**src/rtl/note_seq_regfile_pkg.sv**
```systemverilog
`default_nettype none
// +----------------------------------------------------------------------+
// | Module  : piano_pkg                                                  |
// | Brief   : Shared types for the note sequencer register file.         |
// | Revision: 1.0                                                        |
// +----------------------------------------------------------------------+
package piano_pkg;

    typedef enum logic [1:0] {
        IDLE   = 2'b00,
        RECORD = 2'b01,
        PLAY   = 2'b10
    } seq_state_t;

endpackage : piano_pkg
`default_nettype wire

```
**src/rtl/note_seq_regfile_regfile.sv**
```systemverilog
`default_nettype none
// +----------------------------------------------------------------------+
// | Module  : note_regfile                                               |
// | Brief   : DEPTH x DATA_W async-reset storage, 1 write, 2 comb reads. |
// | Revision: 1.0                                                        |
// +----------------------------------------------------------------------+
module note_regfile #(
    parameter  int DATA_W = 4,
    parameter  int DEPTH  = 8,
    localparam int ADDR_W = $clog2(DEPTH)
) (
    input  logic              clk,
    input  logic              rst,
    input  logic              we,
    input  logic [ADDR_W-1:0] waddr,
    input  logic [DATA_W-1:0] wdata,
    input  logic [ADDR_W-1:0] raddr_a,
    output logic [DATA_W-1:0] rdata_a,
    input  logic [ADDR_W-1:0] raddr_b,
    output logic [DATA_W-1:0] rdata_b
);

    logic [DATA_W-1:0] r_mem [DEPTH];

    always_ff @(posedge clk or posedge rst) begin
        if (rst) begin
            for (int i = 0; i < DEPTH; i++) begin
                r_mem[i] <= '0;
            end
        end else if (we) begin
            r_mem[waddr] <= wdata;
        end
    end

    assign rdata_a = r_mem[raddr_a];
    assign rdata_b = r_mem[raddr_b];

endmodule : note_regfile
`default_nettype wire

```
**src/rtl/note_seq_regfile.sv**
```systemverilog
`default_nettype none
// +----------------------------------------------------------------------+
// | Module  : note_seq_regfile                                           |
// | Brief   : Note register file with record / tempo-driven playback.    |
// | Revision: 1.0                                                        |
// +----------------------------------------------------------------------+
module note_seq_regfile
    import piano_pkg::*;
#(
    parameter  int DATA_W = 4,
    parameter  int DEPTH  = 8,
    localparam int ADDR_W = $clog2(DEPTH)
) (
    input  logic              clk,
    input  logic              rst,
    input  logic              rw,
    input  logic [ADDR_W-1:0] adress,
    input  logic [DATA_W-1:0] datain,
    output logic [DATA_W-1:0] dataout,
    input  logic              rec_start,
    input  logic              play_start,
    input  logic              stop,
    input  logic              loop,
    input  logic              note_valid,
    input  logic [DATA_W-1:0] note_in,
    input  logic              tick,
    output logic              play_valid,
    output logic [DATA_W-1:0] play_note,
    output logic [ADDR_W:0]   count,
    output logic              full,
    output logic [1:0]        state
);

    localparam logic [ADDR_W:0] c_DEPTH = (ADDR_W+1)'(DEPTH);
    localparam logic [ADDR_W:0] c_ONE   = (ADDR_W+1)'(1);

    seq_state_t        r_state;
    logic [ADDR_W-1:0] r_wr_ptr;
    logic [ADDR_W-1:0] r_rd_ptr;
    logic [ADDR_W:0]   r_count;
    logic              r_play_valid;
    logic [DATA_W-1:0] r_play_note;

    logic              w_we;
    logic              w_rec_we;
    logic [ADDR_W-1:0] w_waddr;
    logic [DATA_W-1:0] w_wdata;
    logic [DATA_W-1:0] w_rd_direct;
    logic [DATA_W-1:0] w_rd_play;
    logic              w_last;

    // Single write port: direct writes only in IDLE, recorded notes only in RECORD.
    always_comb begin
        w_rec_we = 1'b0;
        w_we     = 1'b0;
        w_waddr  = adress;
        w_wdata  = datain;
        case (r_state)
            IDLE: begin
                w_we = rw;
            end
            RECORD: begin
                w_rec_we = note_valid && (r_count < c_DEPTH);
                w_we     = w_rec_we;
                w_waddr  = r_wr_ptr;
                w_wdata  = note_in;
            end
            default: begin
                w_we = 1'b0;
            end
        endcase
    end

    assign w_last = ({1'b0, r_rd_ptr} == (r_count - c_ONE));

    note_regfile #(
        .DATA_W (DATA_W),
        .DEPTH  (DEPTH)
    ) u_regfile (
        .clk     (clk),
        .rst     (rst),
        .we      (w_we),
        .waddr   (w_waddr),
        .wdata   (w_wdata),
        .raddr_a (adress),
        .rdata_a (w_rd_direct),
        .raddr_b (r_rd_ptr),
        .rdata_b (w_rd_play)
    );

    always_ff @(posedge clk or posedge rst) begin
        if (rst) begin
            r_state      <= IDLE;
            r_wr_ptr     <= '0;
            r_rd_ptr     <= '0;
            r_count      <= '0;
            r_play_valid <= 1'b0;
            r_play_note  <= '0;
        end else begin
            r_play_valid <= 1'b0;
            case (r_state)
                IDLE: begin
                    if (rec_start) begin
                        r_state  <= RECORD;
                        r_wr_ptr <= '0;
                        r_count  <= '0;
                    end else if (play_start && (r_count != '0)) begin
                        r_state  <= PLAY;
                        r_rd_ptr <= '0;
                    end
                end
                RECORD: begin
                    if (w_rec_we) begin
                        r_wr_ptr <= r_wr_ptr + 1'b1;
                        r_count  <= r_count + c_ONE;
                        if ((r_count + c_ONE) == c_DEPTH) begin
                            r_state <= IDLE;
                        end
                    end
                    if (stop) begin
                        r_state <= IDLE;
                    end
                end
                PLAY: begin
                    if (stop) begin
                        r_state <= IDLE;
                    end else if (tick) begin
                        r_play_note  <= w_rd_play;
                        r_play_valid <= 1'b1;
                        if (w_last) begin
                            r_rd_ptr <= '0;
                            if (!loop) begin
                                r_state <= IDLE;
                            end
                        end else begin
                            r_rd_ptr <= r_rd_ptr + 1'b1;
                        end
                    end
                end
                default: begin
                    r_state <= IDLE;
                end
            endcase
        end
    end

    assign dataout    = rw ? '0 : w_rd_direct;
    assign play_valid = r_play_valid;
    assign play_note  = r_play_note;
    assign count      = r_count;
    assign full       = (r_count == c_DEPTH);
    assign state      = r_state;

endmodule : note_seq_regfile
`default_nettype wire
```
**config.mk**
```make
export PLATFORM = sky130hd
export DESIGN_NAME = note_seq_regfile
export DESIGN_NICKNAME = d
export VERILOG_FILES = /design/src/rtl/note_seq_regfile_pkg.sv /design/src/rtl/note_seq_regfile_regfile.sv /design/src/rtl/note_seq_regfile.sv
export SDC_FILE = /design/constraint.sdc
export NUM_CORES = 1
export LEC_CHECK = 0
export CORE_UTILIZATION = 55
export DETAILED_ROUTE_END_ITERATION = 6
export PLACE_DENSITY_LB_ADDON = 0.1
export SLEW_MARGIN = 20
export SYNTH_ARGS = -nofsm -noshare
export SYNTH_HDL_FRONTEND = slang
export SYNTH_SLANG_ARGS = --single-unit
```
**constraint.sdc**
```tcl
create_clock -name clk -period 5 [get_ports clk]
set_input_delay 1 -clock clk [delete_from_list [all_inputs] [get_ports clk]]
set_output_delay 1 -clock clk [all_outputs]
set_load 0.1 [all_outputs]
```
==> impl_metrics.toml <==
[yosys]
syn_inst = 233
synth_top_area_share_pct = 42.53
yosysTopAreaCell = "dfrtp_1"
muxShareOfSynthArea_pct = 29.95
syn_nets = 258
synth_xor_area_share_pct = 1.519
synth-compound-area-share_pct = 7.552
synth.most_common_cell = "dfrtp_1"
synthTopCellsByCount = "dfrtp_1 (49), mux2_2 (32), nand2_1 (20)"
synthesis.area_mm2 = 0.002883
synth_cell_type_count = 43
yosys-top-cells-area = "dfrtp_1 (43%), mux2_2 (13%), mux4_2 (13%)"
ys_seq_elements = 49
yosys.area_share.simple_pct = 13.02
synthAdderAreaFrac_pct = 2.170
ys.flop_type = "dfrtp_1"
yosysSeqAreaShare_pct = 42.53
synth_edf_count = 0
avgSynthCellArea_um2 = 12.37
synth_top_family_by_area = "multiplexers"
ys_warn_count = 0
async_flop_share_pct = 100.0

[global_routing]
grt_pass1_wl_um = 10230
track_usage_pct = 25.01
grt_max_degree = 50
grt_antenna_before_repair = 0
grt-ovfl-total = 0
grt_pass1_vias = 1965

[detailed_routing]
drt-pass1-iter-count = 4
avgRoutedWirePerCell_um = 18.04
avgViaCountPerCell = 5.985
drc = 0
ant_nets = 0
postRouteWirelength_um = 6008
drt-initial-drc-count = 162
vias = 1993

[sta]
post-route-period-util_pct = 77.68
tightest_slew_ns = 0.9845
finClkSkew_ns = 0.009481
setup_viol = 0
min_period_ns = 3.884
clock.fmax_mhz = 257.5
finalSetupTns_ns = 0
worst_slack_ns = 1.116
finalHoldViolCount = 0
slew_viol_final = 0
rsz0062_at_grt = "no"
relSlewSlack_pct = 34.16

[hold_path]
min_path_type = "flop to flop"
worstHoldPathCells = 2

[clocking]
tritoncts = "yes"
cts.clk_slew.worst_paths_ns = 0.09
numCtsBuffers = 5
cts_root_buf = "clkbuf_8"
insertion_delay_ns = 0.31
post_cts_buffers = 0
postCtsHoldBufs = 0
cts.sinks = 49
cts.htree.levels = 2
cts_resized = 0
clockBufferDepth = 2

[power]
ir_drop_v = 0.0003284
power.internal_uw = 1133
pwr-share-clk_pct = 11.7
combPwrFrac_pct = 50.3
switchingPower_uw = 903.0
p_seq_share_pct = 38.0
p_leak_uw = 0.001366
powerDensity_mw_per_mm2 = 609.2
p_sw_share_pct = 44.35

[placement]
dp_hpwl_um = 4443
io_buffers = 35
gp_congestion = 0.8143
pre_cts_slack_ns = 1.085

[floorplanning]
rows = 25
coreArea_mm2 = 0.004880
start_util_pct = 59.08
dieArea_mm2 = 0.005535
die_h_um = 74.40
ios = 36
dieWidth_um = 74.40

[cells_and_area]
area_growth_pct = 15.93
drive_gt1_share_pct = 27.82
antenna_cells = 0
final_nets = 290

[setup_path]
critical_path_class = "primary input to output port"
critPathLaunch = "adress[0]"
end_kind = "output port"
path_max_fanout = 9
r2r_end = "u_regfile.r_mem[31]$_DFFE_PP0P_"
r2r_start = "state[1]$_DFFE_PP0P_"
rr_worst_depth = 4
ff2ff_setup_slack_ns = 2.57
worst_setup_path_start_kind = "primary input"
critical_path_required_ns = 4.00
arrival_ns = 2.88
worstSetupEndpoint = "dataout[0]"

[outcome]
outcome = "finished clean"

[run]
max-cap-violations = 0
==> state kept, by name, summed over array words and instances (netlist names) <==
| register | count |
|---|---|
| count | 4 |
| r_wr_ptr | 3 |
| state | 2 |
| play_valid | 1 |
| play_note | 4 |
| r_rd_ptr | 3 |
| u_regfile.r_mem | 32 |
==> critical path, stage by stage <==
cell,delay (ns)
clkdlybuf4s50_1,0.89
mux4_2,0.60
nand2_1,0.08
a21oi_1,0.07
buf_4,0.24
==> routing by layer <==
metal  share of wire [%]  GRT usage [%]  vias up
met5                   0              0        -
met4                0.72          5.031        0
met3                 2.5          4.743        5
met2                  48          38.04       32
met1                  49          37.74     1018
li1                    -              -      938
==> stage by stage <==
step                area (um^2)  hold slack, ns  power, uW  std cells  utilization [%]
floorplan                  2883          0.4910       1572        233                -
CTS                        3341          0.5379       2040        333            68.46
global route               3342          0.5503       2156        333            68.49
detailed placement         3251          0.5165       1799        325            66.62
finish                     3342          0.5312       2036        333            68.49
global placement           3251          0.5053       1778        325            66.62
==> cells by family after synthesis <==
| group | count (synthesis) |
|---|---|
| AO/OA/AOI/OAI | 34 |
| AND/OR/NAND/NOR | 61 |
| flip-flops | 49 |
| XOR/XNOR | 5 |
| adder cells (fa/ha/maj) | 5 |
| multiplexers | 59 |
| buffers and inverters | 20 |
==> how the worst min path moves through the flow <==
stage | from | endpoint | slack, ns
3_5_place_dp | play_note[1]$_DFFE_PP0P_ | play_note[1]$_DFFE_PP0P_ | 0.52
3_3_place_gp | play_note[0]$_DFFE_PP0P_ | play_note[0]$_DFFE_PP0P_ | 0.51
2_1_floorplan | u_regfile.r_mem[4]$_DFFE_PP0P_ | u_regfile.r_mem[4]$_DFFE_PP0P_ | 0.49
5_1_grt | play_note[3]$_DFFE_PP0P_ | play_note[3]$_DFFE_PP0P_ | 0.55
6_report | play_note[3]$_DFFE_PP0P_ | play_note[3]$_DFFE_PP0P_ | 0.53
4_1_cts | u_regfile.r_mem[12]$_DFFE_PP0P_ | u_regfile.r_mem[12]$_DFFE_PP0P_ | 0.54
==> power by group through the flow <==
| stage | combinational (uW) | clock, uW | sequential, uW |
|---|---|---|---|
| finish | 1020 | 237 | 775 |
| global route | 1090 | 259 | 803 |
| CTS | 1030 | 243 | 771 |
| detailed placement | 1020 | 0 | 778 |
| global placement | 1000 | 0 | 775 |
| floorplan | 691 | 0 | 880 |
==> area by class of cell <==
type	instances	area, um^2
well taps	67	83.83
repair buffers	35	340.3
flip-flops and latches	49	1226
fillers	378	1538
clock buffers	5	68.82
clock inverters	3	21.27
multi-input cells	164	1563
inverters	10	38.79
==> cells in the final DEF, fill, tap and decap left out, drive strengths merged, types with 2 or more instances in the layout <==
cell           instances
dfrtp                 49
mux2                  36
clkdlybuf4s50         31
nand2                 20
mux4                  16
a21oi                 13
nor2                  10
inv                   10
mux2i                  7
o21ai                  6
nand3                  5
xor2                   5
ha                     5
clkbuf                 5
nand3b                 4
buf                    4
nand2b                 3
nor4bb                 3
a31oi                  3
a22oi                  3
nor4b                  3
nor3b                  3
a41oi                  2
o211ai                 2
clkinv                 2
or3b                   2
(Power assumes the default switching activity.)
